File: src/rtl/r2r_wave_pkg.sv
// Shared types and constants for the R2R ladder waveform generator.
package r2r_wave_pkg;

  typedef enum logic [1:0] {
    EXT = 2'd0,
    SAW = 2'd1,
    TRI = 2'd2,
    SQR = 2'd3
  } wave_mode_t;

  typedef enum logic {
    IDLE = 1'b0,
    RUN  = 1'b1
  } gen_state_t;

  localparam logic [7:0] DIV_RST    = 8'd9;
  localparam logic [7:0] STEP_RST   = 8'd1;
  localparam logic [7:0] MIDSCALE   = 8'h80;
  localparam int         STEP_SHIFT = 4;

  // Ladder code for one sample, taken from the top 9 phase bits.
  function automatic logic [7:0] wave_code(input wave_mode_t m, input logic [8:0] p,
                                           input logic [7:0] ext);
    logic [7:0] code;
    case (m)
      EXT:     code = ext;
      SAW:     code = p[8:1];
      TRI:     code = p[8] ? ~p[7:0] : p[7:0];
      SQR:     code = p[8] ? 8'hFF : 8'h00;
      default: code = MIDSCALE;
    endcase
    return code;
  endfunction

endpackage

File: src/rtl/r2r_wave_gen_sync_rise.sv
// Two-flop pin synchroniser with a rising-edge detector; the detector only
// arms once the synchronised level has been seen low after reset.
module sync_rise #(
  parameter int W = 1
) (
  input  logic         clk,
  input  logic         rst,
  input  logic [W-1:0] d,
  output logic [W-1:0] level,
  output logic [W-1:0] rise
);

  logic [W-1:0] meta_r;
  logic [W-1:0] sync_r;
  logic [W-1:0] prev_r;
  logic [W-1:0] armed_r;
  logic [1:0]   valid_r;

  // synchroniser chain, edge history and arming
  always_ff @(posedge clk or posedge rst) begin
    if (rst) begin
      meta_r  <= '0;
      sync_r  <= '0;
      prev_r  <= '0;
      armed_r <= '0;
      valid_r <= 2'b00;
    end else begin
      meta_r  <= d;
      sync_r  <= meta_r;
      prev_r  <= sync_r;
      valid_r <= {valid_r[0], 1'b1};
      // a pin held high across reset release never looks like a new edge
      armed_r <= armed_r | ({W{valid_r[1]}} & ~sync_r);
    end
  end

  assign level = sync_r;
  assign rise  = sync_r & ~prev_r & armed_r;

endmodule

File: src/rtl/r2r_wave_gen.sv
// Paced 8-bit sample source for an R2R ladder: external byte, sawtooth,
// triangle or square codes at a programmable tick rate.
module r2r_wave_gen
  import r2r_wave_pkg::*;
#(
  parameter int PHASE_W = 16
) (
  input  logic       clk,
  input  logic       rst,
  input  logic [7:0] data,
  input  logic       load_div,
  input  logic       load_step,
  input  logic [1:0] mode,
  input  logic       run,
  output logic [7:0] r2r_out,
  output logic       sample_tick
);

  logic               div_rise_s;
  logic               step_rise_s;
  logic               div_level_unused;
  logic               step_level_unused;
  logic [2:0]         ctl_level_s;
  logic [2:0]         ctl_rise_unused;
  logic               run_s;
  wave_mode_t         mode_s;
  gen_state_t         state_r;
  gen_state_t         state_next_s;
  logic [7:0]         div_r;
  logic [7:0]         step_r;
  logic [7:0]         cnt_r;
  logic [PHASE_W-1:0] phase_r;
  logic [PHASE_W-1:0] phase_inc_s;
  logic               active_s;
  logic               tick_s;
  logic [7:0]         r2r_out_r;
  logic               sample_tick_r;

  sync_rise #(.W(1)) u_div_sync (
    .clk   (clk),
    .rst   (rst),
    .d     (load_div),
    .level (div_level_unused),
    .rise  (div_rise_s)
  );

  sync_rise #(.W(1)) u_step_sync (
    .clk   (clk),
    .rst   (rst),
    .d     (load_step),
    .level (step_level_unused),
    .rise  (step_rise_s)
  );

  sync_rise #(.W(3)) u_ctl_sync (
    .clk   (clk),
    .rst   (rst),
    .d     ({mode, run}),
    .level (ctl_level_s),
    .rise  (ctl_rise_unused)
  );

  assign run_s       = ctl_level_s[0];
  assign mode_s      = wave_mode_t'(ctl_level_s[2:1]);
  assign phase_inc_s = PHASE_W'(step_r) << STEP_SHIFT;
  // the exit cycle (RUN with run already low) counts as inactive
  assign active_s    = (state_r == RUN) && run_s;
  assign tick_s      = active_s && (cnt_r == div_r) && !div_rise_s;

  // state register
  always_ff @(posedge clk or posedge rst) begin
    if (rst) begin
      state_r <= IDLE;
    end else begin
      state_r <= state_next_s;
    end
  end

  // next-state logic
  always_comb begin
    state_next_s = state_r;
    case (state_r)
      IDLE:    state_next_s = run_s ? RUN : IDLE;
      RUN:     state_next_s = run_s ? RUN : IDLE;
      default: state_next_s = IDLE;
    endcase
  end

  // divider and phase-step registers; simultaneous strobes load the same byte
  always_ff @(posedge clk or posedge rst) begin
    if (rst) begin
      div_r  <= DIV_RST;
      step_r <= STEP_RST;
    end else begin
      if (div_rise_s) begin
        div_r <= data;
      end
      if (step_rise_s) begin
        step_r <= data;
      end
    end
  end

  // pace counter and phase accumulator
  always_ff @(posedge clk or posedge rst) begin
    if (rst) begin
      cnt_r   <= 8'd0;
      phase_r <= '0;
    end else if (!active_s) begin
      cnt_r   <= 8'd0;
      phase_r <= '0;
    end else begin
      if (div_rise_s || (cnt_r == div_r)) begin
        cnt_r <= 8'd0;
      end else begin
        cnt_r <= cnt_r + 8'd1;
      end
      if (tick_s) begin
        phase_r <= phase_r + phase_inc_s;
      end
    end
  end

  // output sample register, updated only on ticks so mode changes cannot glitch
  always_ff @(posedge clk or posedge rst) begin
    if (rst) begin
      r2r_out_r     <= 8'h00;
      sample_tick_r <= 1'b0;
    end else begin
      sample_tick_r <= tick_s;
      if (!active_s) begin
        r2r_out_r <= MIDSCALE;
      end else if (tick_s) begin
        r2r_out_r <= wave_code(mode_s, phase_r[PHASE_W-1 -: 9], data);
      end
    end
  end

  assign r2r_out     = r2r_out_r;
  assign sample_tick = sample_tick_r;

endmodule

File: config.mk
export PLATFORM = sky130hd
export DESIGN_NAME = r2r_wave_gen
export DESIGN_NICKNAME = d
export VERILOG_FILES = /design/src/rtl/r2r_wave_pkg.sv /design/src/rtl/r2r_wave_gen_sync_rise.sv /design/src/rtl/r2r_wave_gen.sv
export SDC_FILE = /design/constraint.sdc
export NUM_CORES = 1
export LEC_CHECK = 0
export BUFFER_PORTS_ARGS = -buffer_cell sky130_fd_sc_hd__buf_4
export CAP_MARGIN = 10
export CORE_AREA = 2 2 81 161
export CTS_BUF_LIST = sky130_fd_sc_hd__clkbuf_4 sky130_fd_sc_hd__clkbuf_8
export DETAILED_ROUTE_END_ITERATION = 7
export DIE_AREA = 0 0 83 163
export PLACE_DENSITY = 0.5
export SLEW_MARGIN = 10
export SYNTH_ARGS = -nofsm -noshare
export SYNTH_HDL_FRONTEND = slang
export SYNTH_SLANG_ARGS = --single-unit
File: constraint.sdc
create_clock -name clk -period 1.9 [get_ports clk]
set_clock_uncertainty 0.15 [all_clocks]
set_input_delay 0.095 -clock clk [delete_from_list [all_inputs] [get_ports clk]]
set_output_delay 0.095 -clock clk [all_outputs]
set_load 0.02 [all_outputs]
# Word-level counts from Yosys, hierarchy flattened
# Index checks and enable logic that the tools add are counted.
dict set report word_totals {
  regBits 68
  word_cells 55
}
dict set report op_classes {
  addsub 2
  n_eq_ne 5
  muxes 10
  bitwise_logic 13
  n_reduce_logical 6
}
# op count
set op_table {}
lappend op_table {{8-bit 2-to-1 mux} 6}
lappend op_table {{16-bit 2-to-1 mux} 2}
lappend op_table {{8-bit one-hot mux with 4 select lines} 1}
lappend op_table {{16-bit by 12-bit adder with 16-bit output} 1}
lappend op_table {{8-bit by 1-bit adder with 8-bit output (second input constant)} 1}
lappend op_table {{8-bit == test} 1}
lappend op_table {{8-bit NOT} 1}
lappend op_table {{1-bit bitwise AND} 6}
lappend op_table {{2-bit == test (second input constant)} 2}
lappend op_table {{1-bit NOT} 4}
lappend op_table {{1-bit logical AND} 3}
lappend op_table {{2-bit by 1-bit == test with 1-bit output (second input constant)} 1}
lappend op_table {{2-bit logical NOT} 1}
lappend op_table {{2-bit by 1-bit != test with 1-bit output (second input constant)} 1}
lappend op_table {{1-bit OR} 2}
lappend op_table {{1-bit logical NOT} 1}
lappend op_table {{1-bit logical OR} 1}
lappend op_table {{1-bit 2-to-1 mux} 1}

# Depth between registers and ports, before layout
# Gate-level depths: netlist (run 1).
dict set report logic_depth {
  ltp_word 7
  ltp_mapped 7
  ltp_nobuf 7
}

# Modules after synthesis
# Synthesis (run 1) repeated with hierarchy kept, for this count alone.
dict set report unflattened {
  hier_cells 297
  hier_area_um2 3308.2
}
# mod n_inst cells_each area_each_um2
set by_module_without_submodules {}
lappend by_module_without_submodules {r2r_wave_gen 1 247 2531.2}
lappend by_module_without_submodules {{sync_rise at u_ctl_sync} 1 28 414.1}
lappend by_module_without_submodules {{sync_rise at u_div_sync ...} 2 11 181.4}

# Worst setup path after synthesis (run 1)
# OpenSTA, ideal clock, no wires.
dict set report synth_path {
  path_type {reg2reg}
  startpoint {reg step_r[0]}
  endpoint {reg phase_r[14]}
  arrival_time_ps 1770
  required_time_ps 1671
  slack_ps -100
  stages_incl_launch_ff 8
  synth_period_minus_slack_ps 2000
  cell_sequence {dfstp_2 ha_1 fa_1 a21o_1 a31oi_1 a22o_1 nor4_2 mux2i_1}
}
dict set report synth_between {
  elab_chain_len 3
}
# element line_no
set synth_lines {}
lappend synth_lines {{start, declared} r2r_wave_gen.sv:30} ;# logic [7:0] step_r;
lappend synth_lines {{start signal, assigned} r2r_wave_gen.sv:99} ;# step_r <= data;
lappend synth_lines {{16-bit by 12-bit adder with 16-bit output} r2r_wave_gen.sv:119} ;# phase_r <= phase_r + phase_inc_s;
lappend synth_lines {{16-bit 2-to-1 mux} r2r_wave_gen.sv:118} ;# if (tick_s) begin
lappend synth_lines {{16-bit 2-to-1 mux} r2r_wave_gen.sv:109} ;# end else if (!active_s) begin
lappend synth_lines {{end signal, assigned} r2r_wave_gen.sv:119}
lappend synth_lines {{end, declared} r2r_wave_gen.sv:32} ;# logic [PHASE_W-1:0] phase_r;
# Every way passes these cells. The select of a mux whose other input is x is not followed.
# A chain may end at the register's enable or synchronous reset.

# Worst setup path in the final report (run 1)
# Same ends and word-level chain as after synthesis.

==> results of run 1 <==
## cells by family after synthesis
logic type	after synthesis	synth area share (%)
compound gates	53	12.4
xor+xnor	25	7.23
fa+ha+maj	10	4.38
buf+inv	15	2.11
flops	62	51.4
mux	26	9.26
other cells	1	0.124
simple gates	75	13.1
## power breakdown
| part | internal [uW] | switching [uW] |
|---|---|---|
| clock network | 943 | 551 |
| logic | 211 | 190 |
| registers | 1400 | 57.1 |
## timing repair
item	CTS	global route
setup endpoints to repair	29	29
cloned	0	0
hold endpoints to repair	83	0
resized for setup	10	15
pin swaps	7	4
hold buffers	14	0
setup buffers	2	6
## layer usage
layer  vias up  GRT usage (%)  part of all wire [%]  wire, um
met4         0           4.62                   1.5       104
met5         -              0                     0         0
met3        10           3.29                   2.7       181
li1       1112              -                     -         -
met1      1055           14.2                    49      3300
met2        39           15.9                    47      3190
## cell usage after synthesis (2+ instances only)
| library cell | n | area share, % |
|---|---|---|
| o211ai_1 | 2 | 0.50 |
| nor2b_1 | 15 | 3.1 |
| a211o_1 | 7 | 2.0 |
| dfstp_2 | 3 | 2.6 |
| dfrtp_1 | 59 | 49 |
| nand3_1 | 7 | 1.2 |
| a21oi_1 | 13 | 2.1 |
| ha_1 | 9 | 3.7 |
| a21o_1 | 6 | 1.5 |
| a211oi_1 | 9 | 2.2 |
| o21ai_0 | 6 | 0.99 |
| nor3_1 | 2 | 0.33 |
| mux2i_1 | 10 | 3.3 |
| nand2b_1 | 4 | 0.83 |
| inv_1 | 6 | 0.74 |
| a22o_1 | 2 | 0.58 |
| xor2_1 | 15 | 4.3 |
| xnor2_1 | 10 | 2.9 |
| nand3b_1 | 3 | 0.74 |
| nand2_1 | 20 | 2.5 |
| nor2_1 | 15 | 1.9 |
| nor4_2 | 3 | 1.2 |
| clkbuf_1 | 7 | 0.87 |
| o311ai_0 | 2 | 0.58 |
| mux2_2 | 16 | 6.0 |
## final cells by class
type	instances	area, um^2
Clock buffer	11	151
Clock inverter	5	105
Fill cell	1212	8150
Inverter	6	22.5
Multi-Input combinational cell	190	1530
Sequential cell	62	1560
Tap cell	150	188
Timing Repair Buffer	84	702
## through the flow
stage               setup WS [ns]  TNS [ns]  total power (uW)
finish                     -0.107    -0.572              3360
global route               -0.206     -1.77              3510
CTS                        -0.119     -1.12              3380
detailed placement         -0.227     -2.92              1840
global placement           -0.187     -2.50              1830
floorplan                -0.00530  -0.00780              1690
## worst max path at each step
stage,slack (ns),cells after the start,to,startpoint
after global routing,-0.21,7,phase_r[14],step_r[0]
after global placement,-0.19,6,phase_r[15],div_r[3]
after CTS,-0.12,7,phase_r[14],phase_r[4]
final,-0.11,7,phase_r[14],step_r[0]
after detailed placement,-0.23,6,phase_r[15],div_r[3]
after floorplan,-0.005,5,phase_r[15],div_r[3]
## registers in the layout (all words and copies together), names as in the netlist, 3 cells and up
signal,count
div_r,8
cnt_r,8
u_ctl_sync.level,3
step_r,8
phase_r,12
u_ctl_sync.meta_r,3
r2r_out,8
## cells in the final DEF (no fill, tap or decap), types with 2 or more instances in the layout
cell,Yosys,routed
nor4_2,3,3
nor2b_1,15,15
dfrtp_1,59,59
ha_1,9,6
nand3_4,0,2
nand2b_1,4,4
clkinvlp_4,0,2
dlygate4sd3_1,0,14
buf_4,0,66
o21ai_0,6,4
nor2_1,15,14
a21o_1,6,6
mux2_2,16,16
buf_12,0,2
inv_1,6,5
a211o_1,7,7
o21ai_1,0,2
nand2_1,20,19
mux2i_1,10,10
ha_4,0,3
a21oi_2,0,5
xor2_1,15,15
bufinv_16,0,3
a21oi_1,13,8
a22o_1,2,2
nand3_1,7,6
nor3_1,2,2
dfstp_2,3,3
a211oi_1,9,8
o211ai_1,2,2
xnor2_1,10,10
nand3b_1,3,3
clkbuf_8,0,11
## worst min-delay path, cell delays in order
cell	delay (ns)
dlygate4sd3_1	0.53
buf_4	0.13
inv_2	0.06
buf_12	0.28
==> impl_results.md, run 1 <==
- Outcome: finished with violations
- Failing checks: negative setup slack
- Min Hold Slack: 0.196 ns
- Largest net degree at the start of global routing: 63
- Final HPWL DP: 4.63 mm
- Final Hold Fails: 0
- #FFs+latches synth: 62
- H-tree level count: 3
- Unrepaired setup endpoints after global routing: true
- Cell count after synthesis: 267
- Final GP Congestion: 0.846
- CTS buffer count: 9
- Placement Rows: 58
- CP arrival: 2.13 ns
- Slowest CP cell: dfstp_2
- Async SR Flop Fraction: 100%
- CP cell instances: ha_4, fa_2, a21o_1, a31oi_4, a22o_1, nor4_2, mux2i_1
- Leakage: 0.00186 uW
- Worst slew margin relative to its limit: 60.0%
- Fin nets: 378
- Actual slew at the worst max-slew pin: 0.600 ns
- Post-synthesis sequential area ratio: 51.4%
- Util after Layout: 34.3%
- Slew Limit Fails: 0
- WL per Instance: 13.4 um
- Layout cells sized above 1: 35.5%
- Initial Util: 24.4%
- Root Buffer Master: clkbuf_8
- Placed Area: 0.00369 mm^2
- Total GRT Usage: 10.7%
- Via count: 2216
- Syn Nets: 292
- Worst Setup End Kind: register
- R2R cell count: 7
- Die H: 163 um
- Port bufs: 23
- Die area: 0.0135 mm^2
- Vias in the first global route: 2218
- CP peak stage delay: 0.55 ns
- DR pass1 iterations: 4
- Final setup vio count: 12
- Synth Cell Area: 0.00303 mm^2
- Routed Antenna Nets: 0
- Worst Path Required: 2.03 ns
- Min cycle time layout: 2.01 ns
- Die Wd: 83 um
- Drt drc: 0
- Final WL: 6.78 mm
- R2R Path End: phase_r[14]
- Top_reg_cell synth: dfrtp_1
- Maximum fanout along the worst path: 3
- Core Area: 0.0124 mm^2
- Finished Cell Area: 0.00426 mm^2
- Worst-Skew Late Latency: 0.35 ns
- Total grt overflow: 0
- Cell Count, Final, Fillers Out: 508
- Final worst-path cycle share: 106%
- Reg2Reg Setup Slack: -0.11 ns
- Avg Inst Size Synth: 11.3 um^2
- VDD IR-drop max: 509 uV
- Max Freq: 498 MHz
- Routed vias/inst: 4.36
- CTS sink cnt: 62
- Number of library cell types mapped by synthesis: 41
- Initial antenna violation count: 0
- Inserted Diodes: 0
- Max-cap viol count: 0
- CTS tree: built
- Final worst-path setup slack: -0.107 ns
- First-pass GRT wire length: 11.2 mm
- FF-to-FF Start: step_r[0]
- Number of synthesized flops with an enable pin: 0
- Clock transition at path regs: 0.07 ns
- Power density cells: 788 mW/mm^2
- Crit start category: register
- CP bufs+invs: 0
- Kind of critical path: reg -> reg
- DR iter-0 viols: 85
- Area grow syn2layout: 40.7%
- IO Pins: 24
- Dpl cells: 471
- CTS Buffer Depth: 2
- CP delay by family, top: flip-flops
- YS warnings: 0
- Hold/Removal Path Class: in -> async
Note: power is estimated with default switching activity, not from simulation.
==> run 2: changes to the inputs <==
Settings changed: ABC_AREA from default to 1, CORE_AREA 2 2 81 161 to 2 2 87 173, DIE_AREA 0 0 83 163 to 0 0 89 175, PLACE_DENSITY 0.5 to 0.49, SYNTH_HIERARCHICAL from default to 1.
==> impl_results.md, run 2 <==
- CTS sink cnt: 64 (+3.2%)
- Leakage: 0.00198 uW (+6.5%)
- Worst Setup End Kind: register
- Routed Antenna Nets: 0 (unchanged)
- Finished Cell Area: 0.00419 mm^2 (-1.5%)
- Worst Path Required: 2.02 ns (about the same)
- CP arrival: 2.00 ns (-0.13 ns)
- Syn Nets: 402 (+38%)
- Routed vias/inst: 4.20 (-3.8%)
- Util after Layout: 29.4% (-4.9 points)
- Initial Util: 22.6% (-1.8 points)
- Placement Rows: 62 (+6.9%)
- Cell count after synthesis: 377 (+41%)
- Synth Cell Area: 0.00322 mm^2 (+6.4%)
- Final Hold Fails: 0 (unchanged)
- CTS buffer count: 9 (unchanged)
- Crit start category: register
- Root Buffer Master: clkbuf_8
- Final setup vio count: 0 (-12)
- Drt drc: 0 (unchanged)
- CTS Buffer Depth: 2 (unchanged)
- Worst-Skew Late Latency: 0.36 ns (about the same)
- First-pass GRT wire length: 14.0 mm (+25%)
- CP peak stage delay: 0.55 ns (about the same)
- Largest net degree at the start of global routing: 29 (-54%)
- Maximum fanout along the worst path: 2 (-1)
- Max reg flops: 12 (unchanged)
- Placed Area: 0.00374 mm^2 (+1.4%)
- Die Wd: 89 um (+7.2%)
- Die H: 175 um (+7.4%)
- Fin nets: 464 (+23%)
- Area grow syn2layout: 30.2%
- Final WL: 8.74 mm (+29%)
- Final GP Congestion: 0.875 (+3.4%)
- Most flops, register: phase_r
- WL per Instance: 13.7 um (+3.0%)
- Setup TNS: 0 ns (+0.572 ns)
- DR pass1 iterations: 4 (unchanged)
- CTS tree: built
- Vias in the first global route: 2809 (+27%)
- Max-cap viol count: 0 (unchanged)
- CP cell instances: ha_4, fa_2, nand3_4, nor2_4, nor2_2, buf_4, o21bai_1, nand2_1, nand3_1, nand2_1
- Outcome: complete, no violations
- Post-place setup slack: -0.116 ns (+0.111 ns)
- Inserted Diodes: 0 (unchanged)
- Final worst-path cycle share: 99.4% (-6.2 points)
- Die area: 0.0156 mm^2 (+15%)
- CP bufs+invs: 1 (+1)
- Final worst-path setup slack: 0.0109 ns (+0.118 ns)
- Total GRT Usage: 12.2% (+1.5 points)
- Slowest CP cell: dfstp_2
- Fillers: 1560 (+29%)
- Kind of critical path: reg -> reg
- Via count: 2669 (+20%)
- IO Pins: 24 (unchanged)
- Layout cells sized above 1: 20.9% (-15 points)
- Min cycle time layout: 1.89 ns (-0.118 ns)
- Slew Limit Fails: 0 (unchanged)
- CP delay by family, top: flip-flops
- Final HPWL DP: 6.65 mm (+44%)
- Port bufs: 23 (unchanged)
- YS warnings: 6 (+6)
- VDD IR-drop max: 284 uV (-44%)
- H-tree level count: 3 (unchanged)
- Most frequent CP cell: nand2_1
- Avg Inst Size Synth: 8.54 um^2 (-25%)
- Clock transition at path regs: 0.09 ns (+0.02 ns)
- DR iter-0 viols: 147 (+73%)
- Max Freq: 529 MHz (+6.2%)
- Core Area: 0.0143 mm^2 (+15%)
- Most frequent cells in the layout: nand2_1 (100), dfrtp_1 (61), inv_1 (47), buf_4 (44), nand3_1 (30)
- Total grt overflow: 0 (unchanged)
- Initial antenna violation count: 0 (unchanged)
- Hold/Removal Path Class: in -> async
- Most common cell after layout, fill and taps aside: nand2_1
- Power density cells: 757 mW/mm^2 (-3.9%)
- Unrepaired setup endpoints after global routing: true
## run 2: through the flow
step           std cells  total power [uW]  hold slack [ns]
4_1_cts              635              3190           0.0726
2_1_floorplan        377              1750           -0.264
3_3_place_gp         602              1900           -0.107
3_5_place_dp         602              1910          -0.0946
6_report             636              3170           0.0704
5_1_grt              636              3320           0.0844
## run 2: cell type report
type,instances,area [um^2],share of cell area [%]
Clock buffer,10,138,3.28
Clock inverter,6,68.8,1.64
Inverter,49,184,4.39
Multi-Input combinational cell,255,1450,34.5
Sequential cell,64,1610,38.3
Tap cell,192,240,5.73
Timing Repair Buffer,60,510,12.2
## run 2: per-layer routing
metal | global-route usage (%) | part of all wire [%] | vias to the layer above
met5 | 0 | 0 | -
met4 | 6.09 | 3.4 | 0
met3 | 2.41 | 3.0 | 14
li1 | - | - | 1324
met1 | 11.1 | 34 | 1275
met2 | 23.9 | 59 | 56
## run 2: path summary, 6_finish.rpt
| path | cells past startpoint | start | endpoint | slack, ns |
|---|---|---|---|---|
| max reg2reg | 10 | step_r[0] | phase_r[12] | 0.01 |
| min in group clk | 0 | u_div_sync/meta_r | u_div_sync/level | 0.20 |
| max | 10 | step_r[0] | phase_r[12] | 0.01 |
| max in group asynchronous | 4 | rst | step_r[0] | 0.81 |
| min reg2reg | 0 | u_div_sync/meta_r | u_div_sync/level | 0.20 |
| min | 3 | rst | u_step_sync/meta_r | 0.07 |
## run 2: tightest hold or removal path: stages
cell and delay, ns:
dlygate4sd3_1 0.53, buf_4 0.15, inv_1 0.18
## run 2: power breakdown
part,switching [uW],total [uW],internal (uW)
sequential,56.7,1500,1450
clock,600,1240,643
combinational,239,429,189
total,896,3170,2280
## run 2: repair_timing
item,in CTS,in global routing
setup endpoints to repair,2,5
resized for setup,10,4
setup buffers,3,1
endpoints found under the hold margin,65,0
pin swaps,3,2
hold buffers,14,0
==> run 3: changes to the inputs <==
Settings changed: CTS_CLUSTER_DIAMETER from default to 100, REMOVE_ABC_BUFFERS from default to 1.
==> impl_results.md, run 3 (synthesis gave the netlist of run 2 again) <==
- Outcome: complete, no violations
- Final Hold Fails: 0 (unchanged)
- Total GRT Usage: 11.9% (-0.26 points)
- Overall Power: 3030 uW (-4.6%)
- Layout cells sized above 1: 22.8% (+1.9 points)
- Drt drc: 0 (unchanged)
- Total grt overflow: 0 (unchanged)
- Worst Setup End Kind: register
- Crit start category: register
- Root Buffer Master: clkbuf_8
- Most common cell after layout, fill and taps aside: nand2_1
- Die H: 175 um (unchanged)
- CP cell instances: ha_4, fa_2, nand3_4, nor2_4, nor2_4, inv_2, or2_4, nand3_2, o21ai_1
- Initial Util: 22.6% (unchanged)
- Max Freq: 537 MHz (+1.5%)
- Power density cells: 715 mW/mm^2 (-5.6%)
- Final HPWL DP: 6.43 mm (-3.3%)
- Most flops, register: phase_r
- Kind of critical path: reg -> reg
- Inserted Diodes: 0 (unchanged)
- Fin nets: 467 (+0.65%)
- Final GP Congestion: 0.819 (-6.4%)
- Final WL: 8.52 mm (-2.6%)
- CTS buffer count: 9 (unchanged)
- Post-place setup slack: -0.196 ns (-0.0797 ns)
- Min cycle time layout: 1.86 ns (-0.0273 ns)
- Hold/Removal Path Class: in -> async
- Worst Path Required: 2.00 ns (-0.02 ns)
- CP arrival: 1.96 ns (-0.04 ns)
- Setup TNS: 0 ns (unchanged)
- Most frequent CP cell: nor2_4
- Die area: 0.0156 mm^2 (unchanged)
- IO Pins: 24 (unchanged)
- Slew Limit Fails: 0 (unchanged)
- Max reg flops: 12 (unchanged)
- Worst slew margin relative to its limit: 61.0%
- Vias in the first global route: 2842 (+1.2%)
- Die Wd: 89 um (unchanged)
- Final setup vio count: 0 (unchanged)
- Initial antenna violation count: 0 (unchanged)
- Clock transition at path regs: 0.09 ns (about the same)
- Worst-Skew Late Latency: 0.35 ns (about the same)
- CP delay by family, top: simple AND/OR/NAND/NOR gates
- CTS Buffer Depth: 2 (unchanged)
- Final worst-path setup slack: 0.0382 ns (+0.0273 ns)
- Largest net degree at the start of global routing: 28 (-3.4%)
- Routed Antenna Nets: 0 (unchanged)
- WL per Instance: 13.3 um (-3.1%)
- CP peak stage delay: 0.41 ns (-0.14 ns)
- DR iter-0 viols: 148 (+0.68%)
- Core Area: 0.0143 mm^2 (unchanged)
- Area grow syn2layout: 31.6%
- VDD IR-drop max: 276 uV (-2.9%)
- CP bufs+invs: 1 (unchanged)
- Port bufs: 23 (unchanged)
- Routed vias/inst: 4.18 (-0.36%)
- Most frequent cells in the layout: nand2_1 (99), dfrtp_1 (61), buf_4 (47), inv_1 (46), nand3_1 (30)
- Final worst-path cycle share: 98.0% (-1.4 points)
- Slowest CP cell: dfrtp_1
- DR pass1 iterations: 4 (unchanged)
- CTS sink cnt: 64 (unchanged)
- Leakage: 0.00200 uW (+0.78%)
- Min Hold Slack: 0.0841 ns (+0.0137 ns)
- Unrepaired setup endpoints after global routing: true
- Via count: 2672 (+0.11%)
- First-pass GRT wire length: 14.0 mm (-0.19%)
- H-tree level count: 3 (unchanged)
- Fillers: 1552 (-0.51%)
- Actual slew at the worst max-slew pin: 0.584 ns
- Max-cap viol count: 0 (unchanged)
- Placement Rows: 62 (unchanged)
- Maximum fanout along the worst path: 2 (unchanged)
- CTS tree: built
[run 3: cell types whose count changed in the layout (fill, tap and decap cells not counted), sizes merged]
| cell | previous run | this run |
|---|---|---|
| buf | 46 | 49 |
| clkinvlp | 4 | 2 |
| clkinv | 1 | 2 |
| inv | 49 | 51 |
| bufinv | 1 | 0 |
[run 3: what timing repair did]
| action | in CTS | in global routing |
|---|---|---|
| buffers inserted | 3 | 3 |
| hold buffers | 14 | 0 |
| endpoints found under the setup margin | 5 | 16 |
| pin swaps | 3 | 7 |
| hold endpoints to repair | 69 | 0 |
| resized for setup | 12 | 12 |
[run 3: layer usage]
layer  routed length [um]  GRT usage, %
met5                    0             0
met2                 4780          21.7
met3                  228          1.94
met1                 3040          11.6
met4                  466          8.21
[run 3: layout make-up]
type,count,area (um^2),share of cell area [%]
flip-flops and latches,64,1610,37.9
multi-input cells,255,1500,35.3
repair buffers,63,533,12.6
well taps,192,240,5.67
inverters,49,184,4.34
clock buffers,10,138,3.25
clock inverters,6,42.5,1.00
[run 3: through the flow]
step | cells | cell area, um^2 | utilization, %
floorplan | 368 | 3160 | -
global placement | 603 | 3730 | 26.2
detailed placement | 603 | 3730 | 26.2
CTS | 636 | 4140 | 29.0
global route | 639 | 4240 | 29.7
finish | 639 | 4240 | 29.7
[run 3: final timing paths]
| path | to | cells after the start | startpoint | slack [ns] |
|---|---|---|---|---|
| setup / recovery | phase_r[10] | 9 | phase_r[4] | 0.04 |
| hold / removal | u_div_sync/armed_r | 3 | rst | 0.08 |
| setup reg to reg | phase_r[10] | 9 | phase_r[4] | 0.04 |
| hold reg to reg | u_ctl_sync/level[2] | 0 | u_ctl_sync/meta_r[2] | 0.20 |
| max in group asynchronous | r2r_out[0] | 4 | rst | 0.73 |
| min in group clk | u_ctl_sync/level[2] | 0 | u_ctl_sync/meta_r[2] | 0.20 |
[run 3: where the power goes]
group	internal (uW)	switching [uW]
combinational	196	246
clock	513	568
sequential	1450	59.2
total	2150	874
[run 3: tightest hold or removal path: cells and delay by family]
kind / cells / cell delay [ns]
buffers and inverters: 3 / 0.87
